[src/rtl/tape_pkg.sv]
// tape_pkg: shared FSM states, CSW constants and saturating add for the tape recorder
package tape_pkg;
  typedef enum logic [2:0] {IDLE, ARMED, COUNT, EMIT, DRAIN} state_t;
  localparam logic [7:0] CSW_LONG_MARK = 8'h00;
  localparam logic [31:0] CSW_SHORT_MAX = 32'd255;
  function automatic logic [31:0] sat_add(input logic [31:0] a, input logic [31:0] b);
    logic [32:0] s;
    s = {1'b0, a} + {1'b0, b};
    return s[32] ? 32'hFFFF_FFFF : s[31:0];
  endfunction
endpackage

[src/rtl/tape_recorder_if.sv]
// tape_recorder_if: tape buffer write port (request held until a one-cycle ack)
//   buff_wr   write request
//   buff_addr byte offset in the tape buffer
//   buff_dout byte to write
//   buff_ack  current byte accepted
interface tape_recorder_if;
  logic buff_wr;
  logic [21:0] buff_addr;
  logic [7:0] buff_dout;
  logic buff_ack;
  modport master (output buff_wr, buff_addr, buff_dout, input buff_ack);
  modport slave (input buff_wr, buff_addr, buff_dout, output buff_ack);
endinterface

[src/rtl/tape_fifo.sv]
// tape_fifo: synchronous byte FIFO, 2^AW deep, async active-high reset
//   push/din  write side (ignored when full unless popping in the same cycle)
//   pop/dout  show-ahead read side
//   full/empty status flags
module tape_fifo #(
  parameter int AW = 3
) (
  input  logic       clk_sys,
  input  logic       reset,
  input  logic       push,
  input  logic       pop,
  input  logic [7:0] din,
  output logic [7:0] dout,
  output logic       full,
  output logic       empty
);
  logic [7:0] mem [2**AW];
  logic [AW:0] wp, rp;
  logic do_push, do_pop;
  assign empty = wp == rp;
  assign full = (wp[AW] != rp[AW]) && (wp[AW-1:0] == rp[AW-1:0]);
  assign dout = mem[rp[AW-1:0]];
  assign do_push = push && (!full || pop);
  assign do_pop = pop && !empty;
  always_ff @(posedge clk_sys or posedge reset)
    if (reset) begin
      wp <= '0;
      rp <= '0;
    end else begin
      if (do_push) wp <= wp + 1'b1;
      if (do_pop) rp <= rp + 1'b1;
    end
  always_ff @(posedge clk_sys)
    if (do_push) mem[wp[AW-1:0]] <= din;
endmodule

[src/rtl/tape_recorder.sv]
// tape_recorder: CSW v1 run-length encoder writing MIC run lengths into the tape buffer
//   clk_sys, reset  system clock, async active-high reset
//   ce              3.5 MHz clock-enable strobe, divided by CE_DIV into sample periods
//   mic, rec        MIC level input, record enable level
//   buff            tape buffer write port (master)
//   size            bytes committed; busy: not idle; full/overflow: sticky status
module tape_recorder #(
  parameter int          CE_DIV   = 80,
  parameter logic [21:0] MAX_SIZE = 22'h3FFFFF,
  parameter int          FIFO_AW  = 3
) (
  input  logic                   clk_sys,
  input  logic                   reset,
  input  logic                   ce,
  input  logic                   mic,
  input  logic                   rec,
  tape_recorder_if.master        buff,
  output logic [21:0]            size,
  output logic                   busy,
  output logic                   full,
  output logic                   overflow
);
  import tape_pkg::*;
  localparam int CW = CE_DIV > 1 ? $clog2(CE_DIV) : 1;
  state_t state;
  logic [CW-1:0] cnt;
  logic [2:0] mic_q;
  logic rec_q, pend, stop;
  logic [31:0] run, len, pend_len, run_now, ended;
  logic [2:0] idx;
  logic tick, edge_det, is_long, last, push, pop, drop, f_full, f_empty;
  logic [7:0] byte_out, f_dout;
  assign tick = ce && cnt == CW'(CE_DIV - 1);
  assign edge_det = mic_q[1] ^ mic_q[2];
  // a tick coinciding with an edge belongs to the run that edge ends
  assign run_now = tick ? sat_add(run, 32'd1) : run;
  assign ended = run_now == 32'd0 ? 32'd1 : run_now;
  assign is_long = len > CSW_SHORT_MAX;
  assign last = !is_long || idx == 3'd4;
  assign byte_out = idx == 3'd0 ? (is_long ? CSW_LONG_MARK : len[7:0]) :
                    idx == 3'd1 ? len[7:0] :
                    idx == 3'd2 ? len[15:8] :
                    idx == 3'd3 ? len[23:16] : len[31:24];
  assign push = state == EMIT;
  // once full, bytes keep being popped and silently discarded
  assign pop = !f_empty && !buff.buff_wr;
  assign drop = push && f_full && !pop;
  tape_fifo #(.AW(FIFO_AW)) u_fifo (
    .clk_sys(clk_sys), .reset(reset), .push(push), .pop(pop),
    .din(byte_out), .dout(f_dout), .full(f_full), .empty(f_empty)
  );
  always_ff @(posedge clk_sys or posedge reset)
    if (reset) begin
      state <= IDLE;
      cnt <= '0;
      mic_q <= '0;
      rec_q <= 1'b0;
      pend <= 1'b0;
      stop <= 1'b0;
      run <= '0;
      len <= '0;
      pend_len <= '0;
      idx <= '0;
      size <= '0;
      busy <= 1'b0;
      full <= 1'b0;
      overflow <= 1'b0;
      buff.buff_wr <= 1'b0;
      buff.buff_addr <= '0;
      buff.buff_dout <= '0;
    end else begin
      mic_q <= {mic_q[1:0], mic};
      rec_q <= rec;
      if (ce) cnt <= tick ? '0 : cnt + 1'b1;
      if (drop) overflow <= 1'b1;
      if (buff.buff_wr && buff.buff_ack) begin
        buff.buff_wr <= 1'b0;
        size <= size + 1'b1;
        if (size + 1'b1 == MAX_SIZE) full <= 1'b1;
      end else if (pop && !full) begin
        buff.buff_wr <= 1'b1;
        buff.buff_addr <= size;
        buff.buff_dout <= f_dout;
      end
      case (state)
        IDLE: if (rec && !rec_q) begin
          state <= ARMED;
          busy <= 1'b1;
          size <= '0;
          full <= 1'b0;
          overflow <= 1'b0;
          buff.buff_addr <= '0;
          cnt <= '0;
          pend <= 1'b0;
          stop <= 1'b0;
        end
        ARMED: if (edge_det) begin
          run <= '0;
          state <= COUNT;
        end else if (!rec) state <= DRAIN;
        COUNT: begin
          run <= edge_det ? '0 : run_now;
          if (edge_det) begin
            len <= ended;
            idx <= '0;
            state <= EMIT;
          end else if (!rec) begin
            if (run_now != 32'd0) begin
              len <= run_now;
              idx <= '0;
              stop <= 1'b1;
              state <= EMIT;
            end else state <= DRAIN;
          end
        end
        EMIT: begin
          run <= edge_det ? '0 : run_now;
          if (!last) begin
            idx <= idx + 1'b1;
            if (edge_det) begin
              pend <= 1'b1;
              pend_len <= pend ? sat_add(pend_len, ended) : ended;
              if (pend) overflow <= 1'b1;
            end
          end else if (pend || edge_det) begin
            // chain straight into the next length without returning to COUNT
            len <= pend ? pend_len : ended;
            idx <= '0;
            pend <= pend && edge_det;
            pend_len <= ended;
          end else state <= stop ? DRAIN : COUNT;
        end
        DRAIN: if (f_empty && !buff.buff_wr) begin
          busy <= 1'b0;
          state <= IDLE;
        end
        default: state <= IDLE;
      endcase
    end
endmodule

[src/flat_wrapper.sv]
// flat-port wrapper written by rule: the top's interface ports become plain ports
module tape_recorder_flat import tape_pkg::*;
#(
  parameter int          CE_DIV   = 80,
  parameter logic [21:0] MAX_SIZE = 22'h3FFFFF,
  parameter int          FIFO_AW  = 3
)
  (clk_sys, reset, ce, mic, rec, size, busy, full, overflow, buff_buff_wr, buff_buff_addr, buff_buff_dout, buff_buff_ack);
  tape_recorder_if buff_i ();
  input  logic clk_sys;
  input  logic reset;
  input  logic ce;
  input  logic mic;
  input  logic rec;
  output logic [21:0] size;
  output logic busy;
  output logic full;
  output logic overflow;
  output wire logic [$bits(buff_i.buff_wr)-1:0] buff_buff_wr;
  output wire logic [$bits(buff_i.buff_addr)-1:0] buff_buff_addr;
  output wire logic [$bits(buff_i.buff_dout)-1:0] buff_buff_dout;
  input wire logic [$bits(buff_i.buff_ack)-1:0] buff_buff_ack;
  assign buff_buff_wr = buff_i.buff_wr;
  assign buff_buff_addr = buff_i.buff_addr;
  assign buff_buff_dout = buff_i.buff_dout;
  assign buff_i.buff_ack = buff_buff_ack;
  tape_recorder #(.CE_DIV(CE_DIV), .MAX_SIZE(MAX_SIZE), .FIFO_AW(FIFO_AW)) u_core (.clk_sys(clk_sys), .reset(reset), .ce(ce), .mic(mic), .rec(rec), .buff(buff_i), .size(size), .busy(busy), .full(full), .overflow(overflow));
endmodule
[config.mk]
export PLATFORM = sky130hd
export DESIGN_NAME = tape_recorder_flat
export DESIGN_NICKNAME = d
export VERILOG_FILES = /design/src/rtl/tape_pkg.sv /design/src/rtl/tape_recorder_if.sv /design/src/rtl/tape_fifo.sv /design/src/rtl/tape_recorder.sv /design/src/flat_wrapper.sv
export SDC_FILE = /design/constraint.sdc
export NUM_CORES = 1
export LEC_CHECK = 0
export CAP_MARGIN = 25
export CORE_MARGIN = 1.5
export CORE_UTILIZATION = 50
export DETAILED_ROUTE_END_ITERATION = 10
export HOLD_SLACK_MARGIN = 0.1
export PLACE_DENSITY = 0.75
export SLEW_MARGIN = 20
export SYNTH_ARGS = -nofsm -noshare
export SYNTH_HDL_FRONTEND = slang
export SYNTH_SLANG_ARGS = --single-unit
[constraint.sdc]
create_clock -name clk_sys -period 6.8 [get_ports clk_sys]
set_input_delay 1.36 -clock clk_sys [delete_from_list [all_inputs] [get_ports clk_sys]]
set_output_delay 1.36 -clock clk_sys [all_outputs]
set_load 0.005 [all_outputs]
== After elaboration in Yosys (flattened, before gate mapping) ==
Memories as Yosys holds them, arrays and structs flattened. A register that Yosys moved wholly into a read port is not among the register bits.
Index checks and enable logic that the tools add are counted.

* Multiplexer cells: 77
* Equality and inequality tests: 28
* Order comparisons: 1
* Bitwise gates (word level): 2
* Reductions and logical operators: 43
* Add/subtract/negate cells: 7

{| class="wikitable"
|+ Operator list
! kind !! count
|-
| $mux W32 || 16
|-
| $mux W22 || 7
|-
| $pmux W32 S2 || 2
|-
| $mux W3 || 15
|-
| $mux W8 || 5
|-
| $add A32 B1 Y33 const B || 1
|-
| $add A32 B32 Y33 || 1
|-
| $gt A32 B8 Y1 const B || 1
|-
| $logic_not A32 Y1 || 1
|-
| $reduce_bool A32 Y1 || 1
|-
| $mux W7 || 4
|-
| $add A22 B1 Y22 const B || 1
|-
| $eq A22 B22 Y1 const B || 1
|-
| $mux W1 || 22
|-
| $pmux W3 S5 || 1
|-
| $reduce_bool A2 Y1 || 7
|-
| $eq A3 B2 Y1 const B || 4
|-
| $logic_and A1 B1 Y1 || 12
|-
| $ne A2 B1 Y1 const B || 5
|-
| $ne A2 B2 Y1 const B || 5
|-
| $reduce_and A5 Y1 || 2
|-
| $add A4 B1 Y4 const B || 2
|-
| $pmux W1 S2 || 4
|-
| $reduce_and A4 Y1 || 2
|-
| other kinds (21) || 36
|}

* Output and inout bits: 56
* Memories: 1
* Register bits: 171
* Bits of input ports: 6
* Logic and storage cells: 177
* Memory bits (writable): 64

{| class="wikitable"
|+ Memory list
! name !! depth !! width !! read ports !! clocked after Yosys merged registers in !! write ports !! line !! RTL
|-
| u_core.u_fifo.mem || 8 || 8 || 1 || 1 || 1 || tape_fifo.sv:17 || <nowiki>logic [7:0] mem [2**AW];</nowiki>
|}

== Depth between registers and ports, before layout ==
Gate-level depths: netlist of run 1.

* Word-level depth: 10
* Gate-level depth with buffers: 23

== Hierarchy ==
From an unflattened synthesis of run 1, not the netlist that was laid out.

* Cells, all modules: 1479
* Area total of the unflattened synthesis: 14005.9 um2

{| class="wikitable"
|+ Modules (own cells, without submodules)
! module !! cells each !! times used !! seq. area each (um2) !! area an instance (um2)
|-
| tape_recorder || 1328 || 1 || 4279.1 || 11063.1
|-
| tape_fifo || 151 || 1 || 2122.0 || 2942.8
|}

== Least setup slack after synthesis of run 1 ==
Ideal clock, no wire load.

* Path type: in2reg
* Start point: input ce
* End point: register u_core.pend_len[1]
* Library setup time: 0.083 ns
* Slack: 1.132 ns
* Required time: 6.717 ns
* Stages: 22
* Buffers on the path: 4
* Arrival: 5.585 ns
* Path through: nand4_1 -> buf_2 -> or3_1 -> buf_2 -> nor2_1 -> xnor2_1 -> or3b_2 -> nor4_4 -> nand3_1 -> nand2_1 -> ha_1 -> fa_1 -> a211oi_1 -> o211ai_1 -> nand4_1 -> a21oi_1 -> o31ai_1 -> a21oi_1 -> clkbuf_1 -> clkbuf_1 -> o22ai_1 -> o21ai_0

* Cells in the longest elaborated chain, start to end: 9

{| class="wikitable"
|+ RTL lines
! what !! line !! RTL
|-
| from (decl) || flat_wrapper.sv:12 || <nowiki>input logic ce;</nowiki>
|-
| $logic_and A1 B1 Y1 * || tape_recorder.sv:33 || <nowiki>assign tick = ce && cnt == CW'(CE_DIV - 1);</nowiki>
|-
| $mux W32 * || tape_recorder.sv:36 || <nowiki>assign run_now = tick ? sat_add(run, 32'd1) : run;</nowiki>
|-
| $logic_not A32 Y1 || tape_recorder.sv:37 || <nowiki>assign ended = run_now == 32'd0 ? 32'd1 : run_now;</nowiki>
|-
| $mux W32 * || tape_recorder.sv:37 ||
|-
| $add A32 B32 Y33 || tape_pkg.sv:8 || <nowiki>s = {1'b0, a} + {1'b0, b};</nowiki>
|-
| $mux W32 || tape_pkg.sv:9 || <nowiki>return s[32] ? 32'hFFFF_FFFF : s[31:0];</nowiki>
|-
| $mux W32 || tape_recorder.sv:122 || <nowiki>pend_len <= pend ? sat_add(pend_len, ended) : ended;</nowiki>
|-
| $mux W32 || tape_recorder.sv:120 || <nowiki>if (edge_det) begin</nowiki>
|-
| $mux W32 * || tape_recorder.sv:118 || <nowiki>if (!last) begin</nowiki>
|-
| to (signal assigned) || tape_recorder.sv:122 ||
|-
| to (signal assigned) || tape_recorder.sv:130 || <nowiki>pend_len <= ended;</nowiki>
|-
| to (decl) || tape_recorder.sv:29 || <nowiki>logic [31:0] run, len, pend_len, run_now, ended;</nowiki>
|}

Mark *: on every way between the ends. The rest lies on a longest branch, timed or not. The select of a mux whose other input is x is not followed.
A chain may end at the register's enable or synchronous reset.

== Worst setup path after layout of run 1 ==
* Start point: input ce
* End point: register u_core.pend_len[0]

Same word-level chain as after synthesis.

==> summary.txt, run 1 <==
Place
  – GPL Wtd Cong: around 1
  – IO buf count: a little over 60
  – Placed Area: 0.0148 mm^2
  – Post-DP HPWL: 24.7 mm

GRT
  – GRT busiest layer: met2
  – Global-route wire length before repair: ~56 mm
  – Grt met2 use: between 30 and 40%
  – Gr ovfl total: 0
  – All-layer global routing usage: around a quarter
  – Pin count of the biggest net entering global routing: a little over 90
  – Vias in the first global route: around 10000
  – Routing usage on met1: 34.5%
  – Met3 Resource Use GR: ~3.4%
  – Initial antenna violation count: 0

Clocking
  – Clock Path Buffers: 3
  – # hold bufs at CTS: 0
  – Cts bufs inserted: 27
  – Clock Latency Late Sink: ~550 ps
  – Clock Pin Slew Worst Setup and Hold Paths: 60 ps
  – H-tree depth: 1
  – TritonCTS clock tree: done
  – Clock Root Buffer: clkbuf_16
  – Post-CTS Setup Inserts: 0
  – Clock Sinks: between 200 and 250
  – Post-CTS sizing: 0

Synthesis
  – Synthesized flop and latch total: approximately 240
  – Async set-or-reset flop fraction in the synthesized netlist: between 70 and 80%
  – Gate Count Post-Synth: approximately 1400
  – Post-Syn Area: 0.0138 mm^2
  – Syn nets: 1452
  – Ys flop type: dfrtp_1
  – Synth warn: 0
  – Post-synth EDFFs: 64
  – Seq/Total Area, Yosys: between 40% and 50%
  – Netlist cell types: just over 80
  – Mapped Avg Cell Area: 9.82 um^2

Route
  – DRT antenna net count: 0
  – Drt via density: 6.04
  – 1st-pass router iterations: 5
  – DRT iter0 DRCs: between 1000 and 1500
  – Routed WL per cell: 19.0 um
  – WL final: between 30 and 40 mm
  – Via count: between 10000 and 15000
  – Number of remaining DRC errors: 0

Floorplanning
  – Initial Util: between 50% and 60%
  – Row cnt: 60
  – Die width: 169 um
  – Placeable Area: between 0.02 and 0.03 mm^2
  – Number of I/O pins: between 60 and 70
  – Die Height: about 170 um
  – DIE AREA: 0.0285 mm^2

Timing
  – Final Max Slew Viols: 0
  – Tmin final: slightly above 6000 ps
  – Max Fclk: roughly 160 MHz
  – Slew margin rel.: between 20 and 30%
  – Unrepaired setup endpoints after global routing: false
  – Count of final hold-check violations: 0
  – Worst-Margin Slew: approximately 1000 ps
  – Setup Viol. Count Final: 0
  – Final setup TNS: 0 ps
  – Period utilization: about nine tenths
  – Worst clock skew: about 15 ps

Layout
  – Area delta synth->final: 13.8%
  – Final net count: ~1500
  – Share of cells above drive strength 1: under 10%
  – Antenna cells: 0
  – Final Cell Area: 0.0157 mm^2
  – # fillers: approximately 2300

Setup path
  – Crit-path max FO: 11
  – CP arrival: 6650 ps
  – Buffers and inverters on the worst path: 4
  – Max incr delay on CP: between 500 and 600 ps
  – Crit path required time: 7230 ps
  – Crit start category: input pin
  – CP Cell Sequence: clkdlybuf4s50_1 -> nand4_1 -> buf_4 -> nor4_4 -> nor3b_1 -> xnor2_1 -> a31oi_1 -> nor4_2 -> nand3_1 -> nand2_1 -> ha_1 -> fa_1 -> a211oi_1 -> o211ai_1 -> nand4_1 -> a21oi_1 -> o31ai_1 -> a21oi_2 -> buf_4 -> nor2_1 -> inv_1 -> o221a_2
  – Top delay family on crit path: simple AND/OR/NAND/NOR gates
  – Crit path max-delay cell type: clkdlybuf4s50_1
  – Setup crit end kind: flop
  – Critical path type: in2reg

Status
  – Status: complete, no violations

Pwr
  – Peak VDD IR: approximately 230 uV
  – P per Cell Area: approximately 350 mW/mm^2
  – Leakage power: ~6.8 nW

Min path
  – Hold Crit Class: reg2reg

Flow run
  – Max Cap Viol: 0
-- power by group --
part | leakage (nW) | internal [mW] | switching [mW]
clock network | 0.431 | 0.869 | 0.600
registers | 3.00 | 1.81 | 0.314
logic | 3.37 | 0.746 | 1.08
-- stage by stage --
step	total power, mW	setup slack (ps)	hold WS (ps)	util [%]	std cells
after global placement	3.88	200	337	54.7	1762
final	5.42	587	349	58.0	1812
after global routing	5.75	132	362	58.0	1812
after CTS	5.44	618	350	58.0	1811
after detailed placement	3.96	59.1	335	54.7	1762
after floorplan	3.40	581	331	-	1402
-- area by class of cell --
cell class | instances | area, um^2 | area share [%]
Sequential cell | 243 | 6400 | 40.8
Multi-Input combinational cell | 1054 | 6950 | 44.4
Inverter | 26 | 103 | 0.655
Tap cell | 341 | 427 | 2.72
Clock buffer | 34 | 722 | 4.61
Clock inverter | 15 | 173 | 1.10
Timing Repair Buffer | 99 | 893 | 5.70
-- worst register-to-register path, delay by kind of cell, from the launching register on --
kind | cells | cell delay (ps)
buf+inv | 1 | 320
flops | 1 | 480
fa+ha+maj | 3 | 760
compound gates | 7 | 1430
xor+xnor | 1 | 170
simple gates | 8 | 2200
-- sequential cells by signal, indices dropped and copies added (netlist names), 4 cells and up --
name	flops
u_core.u_fifo.wp	4
u_core.buff.buff_dout	8
u_core.buff.buff_addr	22
u_core.size	22
u_core.run	32
u_core.pend_len	32
u_core.len	32
u_core.cnt	7
u_core.u_fifo.mem	64
u_core.u_fifo.rp	4
-- cells in the mapped netlist (11+ instances only) --
cell      number  area [um^2]
nand2_1      202          758
dfrtp_1      179         4480
nor2_1       118          443
o21ai_0       94          470
a21oi_1       79          395
edfxtp_1      64         1920
clkbuf_1      63          236
xor2_1        46          403
xnor2_1       45          394
ha_1          43          538
nand3_1       34          170
a31oi_1       31          194
mux2_1        30          338
nor3_1        28          140
inv_1         26         97.6
a22o_1        25          219
o22ai_1       25          156
mux2i_1       21          210
nand4_1       19          119
mux4_2        16          360
and3_1        14         87.6
a21o_1        13         97.6
and2_1        13         81.3
nor4_1        11         68.8
-- kinds of logic after synthesis --
group	share of synthesized area, %
mux	7.33
simple gates	18.2
buf+inv	3.13
flops	46.5
fa+ha+maj	4.13
xor+xnor	5.79
compound gates	15.0
-- routing by layer --
metal,wire [um],share of wire (%)
met5,0,0
met2,15600,45
met1,15500,45
met3,2170,6.3
met4,1180,3.4
-- final timing paths --
path	startpoint	end	slack, ps	cells past startpoint
max in group asynchronous	reset	u_core.pend_len[13]$_DFFE_PP0P_	4220	3
worst min register to register	u_core.mic_q[0]$_DFF_PP0_	u_core.mic_q[1]$_DFF_PP0_	350	0
worst max-delay path	ce	u_core.pend_len[0]$_DFFE_PP0P_	590	22
min in group asynchronous	reset	u_core.buff.buff_addr[9]$_DFF_PP0_	1330	2
worst min-delay path	u_core.mic_q[0]$_DFF_PP0_	u_core.mic_q[1]$_DFF_PP0_	350	0
worst max register to register	u_core.run[0]$_DFFE_PP0P_	u_core.pend_len[4]$_DFFE_PP0P_	1370	20
-- placed cells by master, fill, tap and decap left out, types with 14 or more instances in the layout --
master,count
xnor2_1,45
mux2i_1,21
a21oi_1,78
xor2_1,46
nand4_1,19
nor2_1,118
o21ai_0,94
nand3_1,34
a31oi_1,31
o22ai_1,25
buf_4,37
inv_1,25
edfxtp_1,64
and3_1,14
nand2_1,202
ha_1,43
mux2_1,30
a22o_1,25
clkbuf_16,27
dfrtp_1,179
mux4_2,16
clkdlybuf4s50_1,61
nor3_1,27
(Power assumes the default switching activity.)
==> run 2: changes to the inputs <==
--- a/config.mk
+++ b/config.mk
@@ -13,3 +13,2 @@
 export PLACE_DENSITY = 0.75
-export SLEW_MARGIN = 20
 export SYNTH_ARGS = -nofsm -noshare
--- a/constraint.sdc
+++ b/constraint.sdc
@@ -3,2 +3,2 @@
 set_output_delay 1.36 -clock clk_sys [all_outputs]
-set_load 0.005 [all_outputs]
+set_load 0.01 [all_outputs]
==> run 2 against run 1 <==
Final cell count hardly changed. Sequential share of layout area hardly changed. Setup slack worse by 3.0 ps. Register-to-register slack about the same. Total power rose by 0.53%. Clock power about the same. Die area unchanged. Fmax about the same. Non-clock buffer count decreased by 1. Wire length about the same. Largest cell class unchanged. Highest routed layer unchanged.
==> summary.txt, run 2 (synthesized netlist as in run 1, its figures left out) <==
Clocking
  – Post-CTS sizing: 0
  – Cts bufs inserted: 27
  – Post-CTS Setup Inserts: 0
  – Clock Pin Slew Worst Setup and Hold Paths: roughly 60 ps
  – H-tree depth: 1
  – TritonCTS clock tree: done
  – Clock Latency Late Sink: ~550 ps
  – Clock Sinks: about 240
  – # hold bufs at CTS: 0
  – Clock Path Buffers: 3
  – Clock Root Buffer: clkbuf_16

Pwr
  – Share of power burned in registers: between 30 and 40%
  – P per Cell Area: 348 mW/mm^2
  – Comb power frac: about a third
  – Switch Pwr: a little over 2 mW
  – Peak VDD IR: ~230 uV
  – Clk network pwr share: a little over a quarter
  – Net Sw Frac: a little under two fifths
  – Leakage power: slightly below 7 nW
  – Internal power: approximately 3.4 mW

Timing
  – Final setup TNS: 0 ps
  – Count of final hold-check violations: 0
  – Setup Viol. Count Final: 0
  – Final Max Slew Viols: 0
  – Max Fclk: 161 MHz
  – Unrepaired setup endpoints after global routing: false
  – Period utilization: around nine tenths
  – Tmin final: roughly 6200 ps
  – Worst clock skew: about 13 ps
  – Final WS setup: between 500 and 600 ps
  – Slew margin rel.: ~28%
  – Worst-Margin Slew: between 1000 and 1500 ps

Layout
  – Final Util: approximately 58%
  – Final net count: 1500
  – Largest register FFs: between 60 and 70
  – Commonest cells after routing, fill and taps aside: nand2_1 (202), dfrtp_1 (179), nor2_1 (118)
  – Most common cell after layout, fill and taps aside: nand2_1
  – Area delta synth->final: 13.8%
  – Share of cells above drive strength 1: approximately a tenth
  – Final Cell Area: approximately 0.016 mm^2
  – Antenna cells: 0

Setup path
  – Crit path max-delay cell type: clkdlybuf4s50_1
  – Crit-path max FO: 11
  – CP arrival: between 6000 and 7000 ps
  – Crit start category: input pin
  – Max incr delay on CP: approximately 570 ps
  – Setup crit end kind: flop
  – Crit path required time: 7240 ps
  – Critical path type: in2reg
  – CP Cell Sequence: clkdlybuf4s50_1 -> nand4_1 -> buf_4 -> nor4_4 -> nor3b_1 -> xnor2_1 -> a31oi_1 -> nor4_2 -> nand3_1 -> nand2_1 -> ha_1 -> fa_1 -> a211oi_1 -> o211ai_1 -> nand4_1 -> a21oi_1 -> o31ai_1 -> a21oi_2 -> buf_4 -> nor2_1 -> inv_1 -> o221a_2

Route
  – Drt via density: 6.07
  – DRT iter0 DRCs: 1116
  – WL final: roughly 34 mm
  – Routed WL per cell: about 19 um
  – 1st-pass router iterations: 5
  – Number of remaining DRC errors: 0
  – DRT antenna net count: 0
  – Via count: ~11000

Place
  – Placed Area: approximately 0.015 mm^2
  – Post-DP HPWL: about 25 mm
  – GPL Wtd Cong: ~1
  – IO buf count: 61
  – Pre-CTS WS: between 50 and 60 ps

Floorplanning
  – Initial Util: 51.0%
  – Row cnt: 60
  – Number of I/O pins: 62
  – DIE AREA: ~0.029 mm^2
  – Die width: roughly 170 um
  – Die Height: ~170 um
  – Placeable Area: 0.0270 mm^2

GRT
  – Gr ovfl total: 0
  – Global-route wire length before repair: ~56 mm
  – Vias in the first global route: ~10000
  – All-layer global routing usage: approximately a quarter
  – Initial antenna violation count: 0
  – Pin count of the biggest net entering global routing: 91

Flow run
  – Max Cap Viol: 0

Min path
  – Hold Crit Class: reg2reg

Status
  – Status: complete, no violations
==> run 2: critical path, delay by kind of cell <==
kind	cells	cell delay (ps)
and+or+nand+nor	8	1720
AOI/OAI and AO/OA	7	1710
buffers and inverters	4	1040
adders and majority gates	2	670
xor gates and xnor gates	1	110
==> run 2: layout make-up <==
type,instances,area [um^2]
Clock buffer,34,722
Clock inverter,15,173
Fill cell,2264,11400
Inverter,26,103
Multi-Input combinational cell,1054,6950
Sequential cell,243,6400
Tap cell,341,427
Timing Repair Buffer,98,888
==> run 2: per-stage QoR <==
step                cells  hold WS [ps]  power [mW]
detailed placement   1762           335        3.98
floorplan            1402           331        3.42
finish               1811           349        5.44
global route         1811           362        5.77
CTS                  1811           350        5.46
global placement     1762           337        3.90
==> run 2: power by group through the flow <==
stage | Clock, mW | Combinational, mW | Sequential (mW)
6_report | 1.47 | 1.85 | 2.12
5_1_grt | 1.56 | 2.06 | 2.15
4_1_cts | 1.50 | 1.85 | 2.11
3_5_place_dp | 0 | 1.84 | 2.14
3_3_place_gp | 0 | 1.78 | 2.12
2_1_floorplan | 0 | 1.41 | 2.01
==> run 2: final timing paths <==
| check | startpoint | to | slack (ps) | depth (start not counted) |
|---|---|---|---|---|
| max in group asynchronous | reset | u_core.pend_len[13]$_DFFE_PP0P_ | 4240 | 3 |
| hold reg to reg | u_core.mic_q[0]$_DFF_PP0_ | u_core.mic_q[1]$_DFF_PP0_ | 350 | 0 |
| setup reg to reg | u_core.run[0]$_DFFE_PP0P_ | u_core.pend_len[4]$_DFFE_PP0P_ | 1360 | 20 |
| setup / recovery | ce | u_core.pend_len[0]$_DFFE_PP0P_ | 580 | 22 |
| hold / removal | u_core.mic_q[0]$_DFF_PP0_ | u_core.mic_q[1]$_DFF_PP0_ | 350 | 0 |
| min in group asynchronous | reset | u_core.buff.buff_addr[9]$_DFF_PP0_ | 1320 | 2 |
==> run 2: per-layer routing <==
layer	GRT usage (%)	routed length (um)	up-vias
met1	34.5	15400	5365
met5	0	0	-
met4	8.27	1130	0
met3	3.44	2280	61
met2	39.3	15700	377
li1	-	-	5184
